**src/rtl/slice_sched_pkg.sv**
```systemverilog
// Shared types and default frame geometry for the slice ring scheduler.
package slice_sched_pkg;

  localparam int unsigned IMAGE_WIDTH  = 40;
  localparam int unsigned IMAGE_HEIGHT = 48;
  localparam int unsigned SLOT_SIZE    = IMAGE_WIDTH * IMAGE_HEIGHT;
  localparam int unsigned NUM_SLOTS    = 18;

  typedef enum logic {
    WIdle = 1'b0,
    WHeld = 1'b1
  } w_state_e;

  typedef enum logic {
    RIdle = 1'b0,
    RHeld = 1'b1
  } r_state_e;

endpackage

```
**src/rtl/slot_pointer.sv**
```systemverilog
// Slot base-address accumulator: steps by SLOT_SIZE and wraps after the last slot.
module slot_pointer #(
  parameter int unsigned ADDR_WIDTH = 32,
  parameter int unsigned NUM_SLOTS  = 18,
  parameter int unsigned SLOT_SIZE  = 1920
) (
  input  logic                  clk,
  input  logic                  rst,
  input  logic                  advance,
  input  logic                  clear,
  output logic [ADDR_WIDTH-1:0] base
);

  localparam logic [ADDR_WIDTH-1:0] LastBase = ADDR_WIDTH'((NUM_SLOTS - 1) * SLOT_SIZE);
  localparam logic [ADDR_WIDTH-1:0] Step     = ADDR_WIDTH'(SLOT_SIZE);

  logic [ADDR_WIDTH-1:0] base_q;

  always_ff @(posedge clk or posedge rst) begin
    if (rst) begin
      base_q <= '0;
    end else if (clear) begin
      base_q <= '0;
    end else if (advance) begin
      base_q <= (base_q == LastBase) ? '0 : base_q + Step;
    end
  end

  assign base = base_q;

endmodule

```
**src/rtl/slice_ring_scheduler.sv**
```systemverilog
// Ring-of-slots arbiter between the RGB capture writer and the LED driver reader.
module slice_ring_scheduler #(
  parameter int unsigned RAM_ADDR_WIDTH = 32,
  parameter int unsigned NUM_SLOTS      = slice_sched_pkg::NUM_SLOTS,
  parameter int unsigned SLOT_SIZE      = slice_sched_pkg::SLOT_SIZE,
  parameter int unsigned PREFILL        = 1,
  localparam int unsigned FILL_WIDTH    = $clog2(NUM_SLOTS + 1)
) (
  input  logic                      clk,
  input  logic                      rst,
  input  logic                      enable,
  input  logic                      flush,
  input  logic                      wr_req,
  output logic                      wr_grant,
  output logic [RAM_ADDR_WIDTH-1:0] wr_base,
  input  logic                      wr_done,
  input  logic                      rd_req,
  output logic                      rd_grant,
  output logic [RAM_ADDR_WIDTH-1:0] rd_base,
  input  logic                      rd_done,
  output logic [FILL_WIDTH-1:0]     fill_level,
  output logic                      stream_ready,
  output logic                      underrun
);

  import slice_sched_pkg::*;

  localparam logic [FILL_WIDTH-1:0] FullLevel    = FILL_WIDTH'(NUM_SLOTS);
  localparam logic [FILL_WIDTH-1:0] PrefillLevel = FILL_WIDTH'(PREFILL);

  w_state_e              w_state_q;
  r_state_e              r_state_q;
  logic                  wr_grant_q;
  logic                  rd_grant_q;
  logic [FILL_WIDTH-1:0] fill_q;
  logic                  stream_ready_q;
  logic                  underrun_q;

  logic wr_commit;
  logic rd_release;
  logic ring_full;
  logic ring_empty;

  always_comb begin
    ring_full  = (fill_q == FullLevel);
    ring_empty = (fill_q == '0);
    // Done pulses only count while the matching grant is held; flush discards them.
    wr_commit  = (w_state_q == WHeld) && wr_done && !flush;
    rd_release = (r_state_q == RHeld) && rd_done && !flush;
  end

  always_ff @(posedge clk or posedge rst) begin
    if (rst) begin
      w_state_q  <= WIdle;
      wr_grant_q <= 1'b0;
    end else if (flush) begin
      w_state_q  <= WIdle;
      wr_grant_q <= 1'b0;
    end else begin
      unique case (w_state_q)
        WIdle: begin
          if (wr_req && enable && !ring_full) begin
            w_state_q  <= WHeld;
            wr_grant_q <= 1'b1;
          end
        end
        WHeld: begin
          if (wr_done) begin
            w_state_q  <= WIdle;
            wr_grant_q <= 1'b0;
          end
        end
        default: begin
          w_state_q  <= WIdle;
          wr_grant_q <= 1'b0;
        end
      endcase
    end
  end

  always_ff @(posedge clk or posedge rst) begin
    if (rst) begin
      r_state_q  <= RIdle;
      rd_grant_q <= 1'b0;
    end else if (flush) begin
      r_state_q  <= RIdle;
      rd_grant_q <= 1'b0;
    end else begin
      unique case (r_state_q)
        RIdle: begin
          if (rd_req && enable && !ring_empty) begin
            r_state_q  <= RHeld;
            rd_grant_q <= 1'b1;
          end
        end
        RHeld: begin
          if (rd_done) begin
            r_state_q  <= RIdle;
            rd_grant_q <= 1'b0;
          end
        end
        default: begin
          r_state_q  <= RIdle;
          rd_grant_q <= 1'b0;
        end
      endcase
    end
  end

  always_ff @(posedge clk or posedge rst) begin
    if (rst) begin
      fill_q         <= '0;
      stream_ready_q <= 1'b0;
      underrun_q     <= 1'b0;
    end else if (flush) begin
      fill_q         <= '0;
      stream_ready_q <= 1'b0;
      underrun_q     <= 1'b0;
    end else begin
      // Simultaneous commit and release leave the level unchanged.
      case ({wr_commit, rd_release})
        2'b10:   fill_q <= fill_q + 1'b1;
        2'b01:   fill_q <= fill_q - 1'b1;
        default: fill_q <= fill_q;
      endcase
      if (fill_q >= PrefillLevel) begin
        stream_ready_q <= 1'b1;
      end
      underrun_q <= rd_req && ring_empty && stream_ready_q;
    end
  end

  slot_pointer #(
    .ADDR_WIDTH (RAM_ADDR_WIDTH),
    .NUM_SLOTS  (NUM_SLOTS),
    .SLOT_SIZE  (SLOT_SIZE)
  ) u_wr_ptr (
    .clk     (clk),
    .rst     (rst),
    .advance (wr_commit),
    .clear   (flush),
    .base    (wr_base)
  );

  slot_pointer #(
    .ADDR_WIDTH (RAM_ADDR_WIDTH),
    .NUM_SLOTS  (NUM_SLOTS),
    .SLOT_SIZE  (SLOT_SIZE)
  ) u_rd_ptr (
    .clk     (clk),
    .rst     (rst),
    .advance (rd_release),
    .clear   (flush),
    .base    (rd_base)
  );

  assign wr_grant     = wr_grant_q;
  assign rd_grant     = rd_grant_q;
  assign fill_level   = fill_q;
  assign stream_ready = stream_ready_q;
  assign underrun     = underrun_q;

endmodule

```
**config.mk**
```make
export PLATFORM = sky130hd
export DESIGN_NAME = slice_ring_scheduler
export DESIGN_NICKNAME = d
export VERILOG_FILES = /design/src/rtl/slice_sched_pkg.sv /design/src/rtl/slot_pointer.sv /design/src/rtl/slice_ring_scheduler.sv
export SDC_FILE = /design/constraint.sdc
export NUM_CORES = 1
export LEC_CHECK = 0
export ABC_AREA = 1
export BUFFER_PORTS_ARGS = -buffer_cell sky130_fd_sc_hd__buf_2
export CORE_ASPECT_RATIO = 2
export CORE_MARGIN = 2
export CORE_UTILIZATION = 51
export DETAILED_ROUTE_END_ITERATION = 16
export PLACE_DENSITY = 0.82
export SKIP_LAST_GASP = 1
export SLEW_MARGIN = 10
export SYNTH_ARGS = -nofsm -noshare
export SYNTH_HDL_FRONTEND = slang
export SYNTH_HIERARCHICAL = 1
export SYNTH_SLANG_ARGS = --single-unit
```
**constraint.sdc**
```tcl
create_clock -name clk -period 1.7 [get_ports clk]
set_clock_uncertainty 0.2 [all_clocks]
set_input_delay 0.17 -clock clk [delete_from_list [all_inputs] [get_ports clk]]
set_output_delay 0.17 -clock clk [all_outputs]
set_load 0.01 [all_outputs]
```
==> flow_summary_export.csv <==
group,metric,value,unit
sta,setup_repair_after_global_routing_missed_its_margin,"yes",
critical_path,cp_data_required_time,1.71,ns
synthesis,avgSynthCellArea,7.19,µm²
grt,grt_max_degree,26,
critical_path,worstReg2RegEnd,"u_wr_ptr/base[26]",
power,power_switching_share,34.4,%
job,cap_violations,0,
synthesis,syn-cell-area,0.00409,mm²
grt,total_routing_resource_utilization_after_global_routing,25.3,%
sta,totalNegativeSetupSlack,0,ns
clocking,worst_skew_pair.late_latency,0.33,ns
detailed_routing,viasPerCell,5.17,
final_layout,fin_nets,697,
clocking,cts_made_buffers,9,
detailed_routing,firstDrtPassIters,5,
die,row_count,46,
status,outcome,"finished, final reports clean",
final_layout,drive_above_1_share,31.1,%
die,initial_utilization,52.2,%
clocking,path_clk_slew,0.05,ns
clocking,cts_tree,"yes",
sta,drv_slew,0,
detailed_routing,drc_errors,0,
power,power_per_cell_area,924,mW/mm²
power,power.sequential.fraction,38.6,%
sta,max_freq,596,MHz
detailed_routing,vias,4045,
synthesis,ys_ff_latch,61,
power,power.share.clock,33.8,%
sta,setup_viol,0,
synthesis,ys_types,30,
critical_path,start_point_of_the_critical_path,"w_state_q",
clocking,root_buffer_selected_by_cts,"sky130_fd_sc_hd__clkbuf_16",
critical_path,worstRegToRegCells,9,
die,fp.dieArea,0.00879,mm²
detailed_routing,detail_route.wirelength,10600,µm
detailed_routing,drt.antenna.violating_nets,0,
placement,hpwl_detailed,7740,µm
critical_path,critPathCapture,"u_wr_ptr/base[26]",
synthesis,synthesis.instances,569,
critical_path,setup.reg_to_reg.worst_slack,0.02,ns
power,irDropWorstVdd,0.789,mV
die,core-area,0.00783,mm²
sta,hold_viol,0,
grt,global_route.overflow_total,0,
die,design.portCount,81,
final_layout,num_antenna_cells,0,
critical_path,worst_r2r_startpoint,"w_state_q",
critical_path,path_class,"reg2reg",
detailed_routing,wl_per_cell,13.6,µm
power,switchingPower,1.65,mW
synthesis,synth.yosys.warnings,6,
placement,buffer_ports.inserted,66,
synthesis,synth_sequential_area_ratio,37.3,%
final_layout,syn_to_final_growth,26.5,%
clocking,clkSinkCount,61,
grt,grt_antenna_before_repair,0,
sta,finalCritPeriodShare,98.6,%
die,die_h,131,µm
critical_path,critical_path.startpoint_type,"flop",
grt,grt_pass1_wl,17000,µm
detailed_routing,dr.first_iter.drc_count,385,
power,p_int,3.13,mW
die,floorplan.die.width,67.3,µm
critical_path,timing.critical_path.to_type,"flop",
power,power.total,4.78,mW
worst_hold_path,hold_path.class,"in2reg",
sta,post-route-min-period,1.68,ns
final_layout,n_fill_cell,705,
critical_path,worst-path-max-fanout,6,
critical_path,cp.arrival,1.69,ns
clocking,cts_max_level,3,
clocking,cts.path.max_buffers,2,
grt,first_global_vias,3668,
placement,weighted_congestion_reported_at_the_end_of_routability_driven_placement,0.932,
power,power.share.combinational,27.6,%
power,leakagePower,2.57,nW
[layer usage]
layer | global-route usage [%] | vias up | wire, µm
li1 | - | 1996 | -
met2 | 39.7 | 136 | 5230
met5 | 0 | - | 0
met3 | 4.28 | 20 | 509
met4 | 10.2 | 0 | 206
met1 | 34.3 | 1893 | 4660
[synth_stat cells (all sizes together)]
library cell    n  share of area (%)
buf            20                4.2
a21oi          11                1.3
nor3            2               0.24
nand3          56                7.0
ha              6                1.8
conb            2               0.18
xnor2           8                1.7
nand4          22                3.4
clkinv          2               0.43
nand3b          2               0.37
inv            57                5.4
o21bai          2               0.37
nor3b           2               0.37
o21ai           8               0.98
nor2          126                 15
nand2         165                 16
nor4            1               0.15
xor2           16                3.4
dfrtp          61                 37
[placed cells by master, fill, tap and decap left out, drive strengths merged, types with 4 or more instances in the layout]
cell and n:
nand4 22, xor2 16, dfrtp 61, clkinv 4, clkbuf 13, ha 6
xnor2 8, buf 107, a21oi 11, o21ai 8, inv 57, nor2 126
conb 14, dlygate4sd3 4, nand2 165, nand3 56
[cell type report]
type / instances / area, µm² / share of cell area, %
timing repair buffer: 111 / 678 / 13.1
multi-input combinational: 441 / 2310 / 44.8
sequential: 61 / 1540 / 29.8
clock buffer: 13 / 250 / 4.84
clock inverter: 2 / 10.0 / 0.194
tap: 96 / 120 / 2.32
inverter: 59 / 256 / 4.96
[timing repair]
action | in CTS | in global routing
hold endpoints to repair | 66 | 0
gates resized for setup | 2 | 43
hold buffers | 4 | 0
setup buffers | 0 | 8
pin swaps | 1 | 15
setup endpoints to repair | 3 | 43
[cell families (layout without fill, tap and decap cells)]
logic type	after synthesis	after routing	share of synthesized area [%]
flops	61	61	37.3
compound gates	21	21	2.69
buf+inv	79	185	9.98
xor+xnor	24	24	5.14
simple gates	376	376	42.8
other cells	2	14	0.184
fa+ha+maj	6	6	1.84
[registers in the layout, indices dropped and copies added (netlist names)]
name and cells:
w_state_q 1, wr_grant 1, rd_grant 1, u_wr_ptr/base 25, fill_level 5, u_rd_ptr/base 25
underrun 1, stream_ready 1, r_state_q 1
[worst max-delay path, cell delays in order, from the launching register on]
cell	delay, ns
sky130_fd_sc_hd__dfrtp_1	0.37
sky130_fd_sc_hd__nand2_2	0.09
sky130_fd_sc_hd__nor2_4	0.15
sky130_fd_sc_hd__nor2_4	0.08
sky130_fd_sc_hd__nor2_4	0.16
sky130_fd_sc_hd__nand3_4	0.10
sky130_fd_sc_hd__nor2_4	0.20
sky130_fd_sc_hd__nand3_2	0.08
sky130_fd_sc_hd__nand2_1	0.08
sky130_fd_sc_hd__nor2_1	0.04
[how the worst min path moves through the flow]
stage	endpoint	depth (start not counted)	from
3_3_place_gp	wr_grant	2	rst
4_1_cts	stream_ready	2	flush
2_1_floorplan	fill_level[0]	1	rst
3_5_place_dp	wr_grant	2	rst
5_1_grt	stream_ready	2	flush
6_report	stream_ready	2	flush
[power by group through the flow]
stage	Sequential, mW	Combinational (mW)	Clock [mW]
global route	1.87	1.47	1.73
detailed placement	1.85	1.21	0
CTS	1.83	1.24	1.64
global placement	1.84	1.19	0
floorplan	1.86	0.815	0
finish	1.84	1.32	1.61
[stage by stage]
step / setup WS, ns / hold WS [ns] / instance area, µm² / instances / utilization (%)
final: 0.0234 / 0.0353 / 5170 / 783 / 66.1
after floorplan: 0.0308 / -0.178 / 4150 / 581 / -
after CTS: 0.00893 / 0.0422 / 4980 / 775 / 63.6
after detailed placement: -0.0803 / 0.0183 / 4670 / 756 / 59.7
after global placement: -0.0379 / 0.0176 / 4670 / 756 / 59.7
after global routing: -0.0558 / 0.0618 / 5170 / 783 / 66.1
Note: power is estimated with default switching activity, not from simulation.
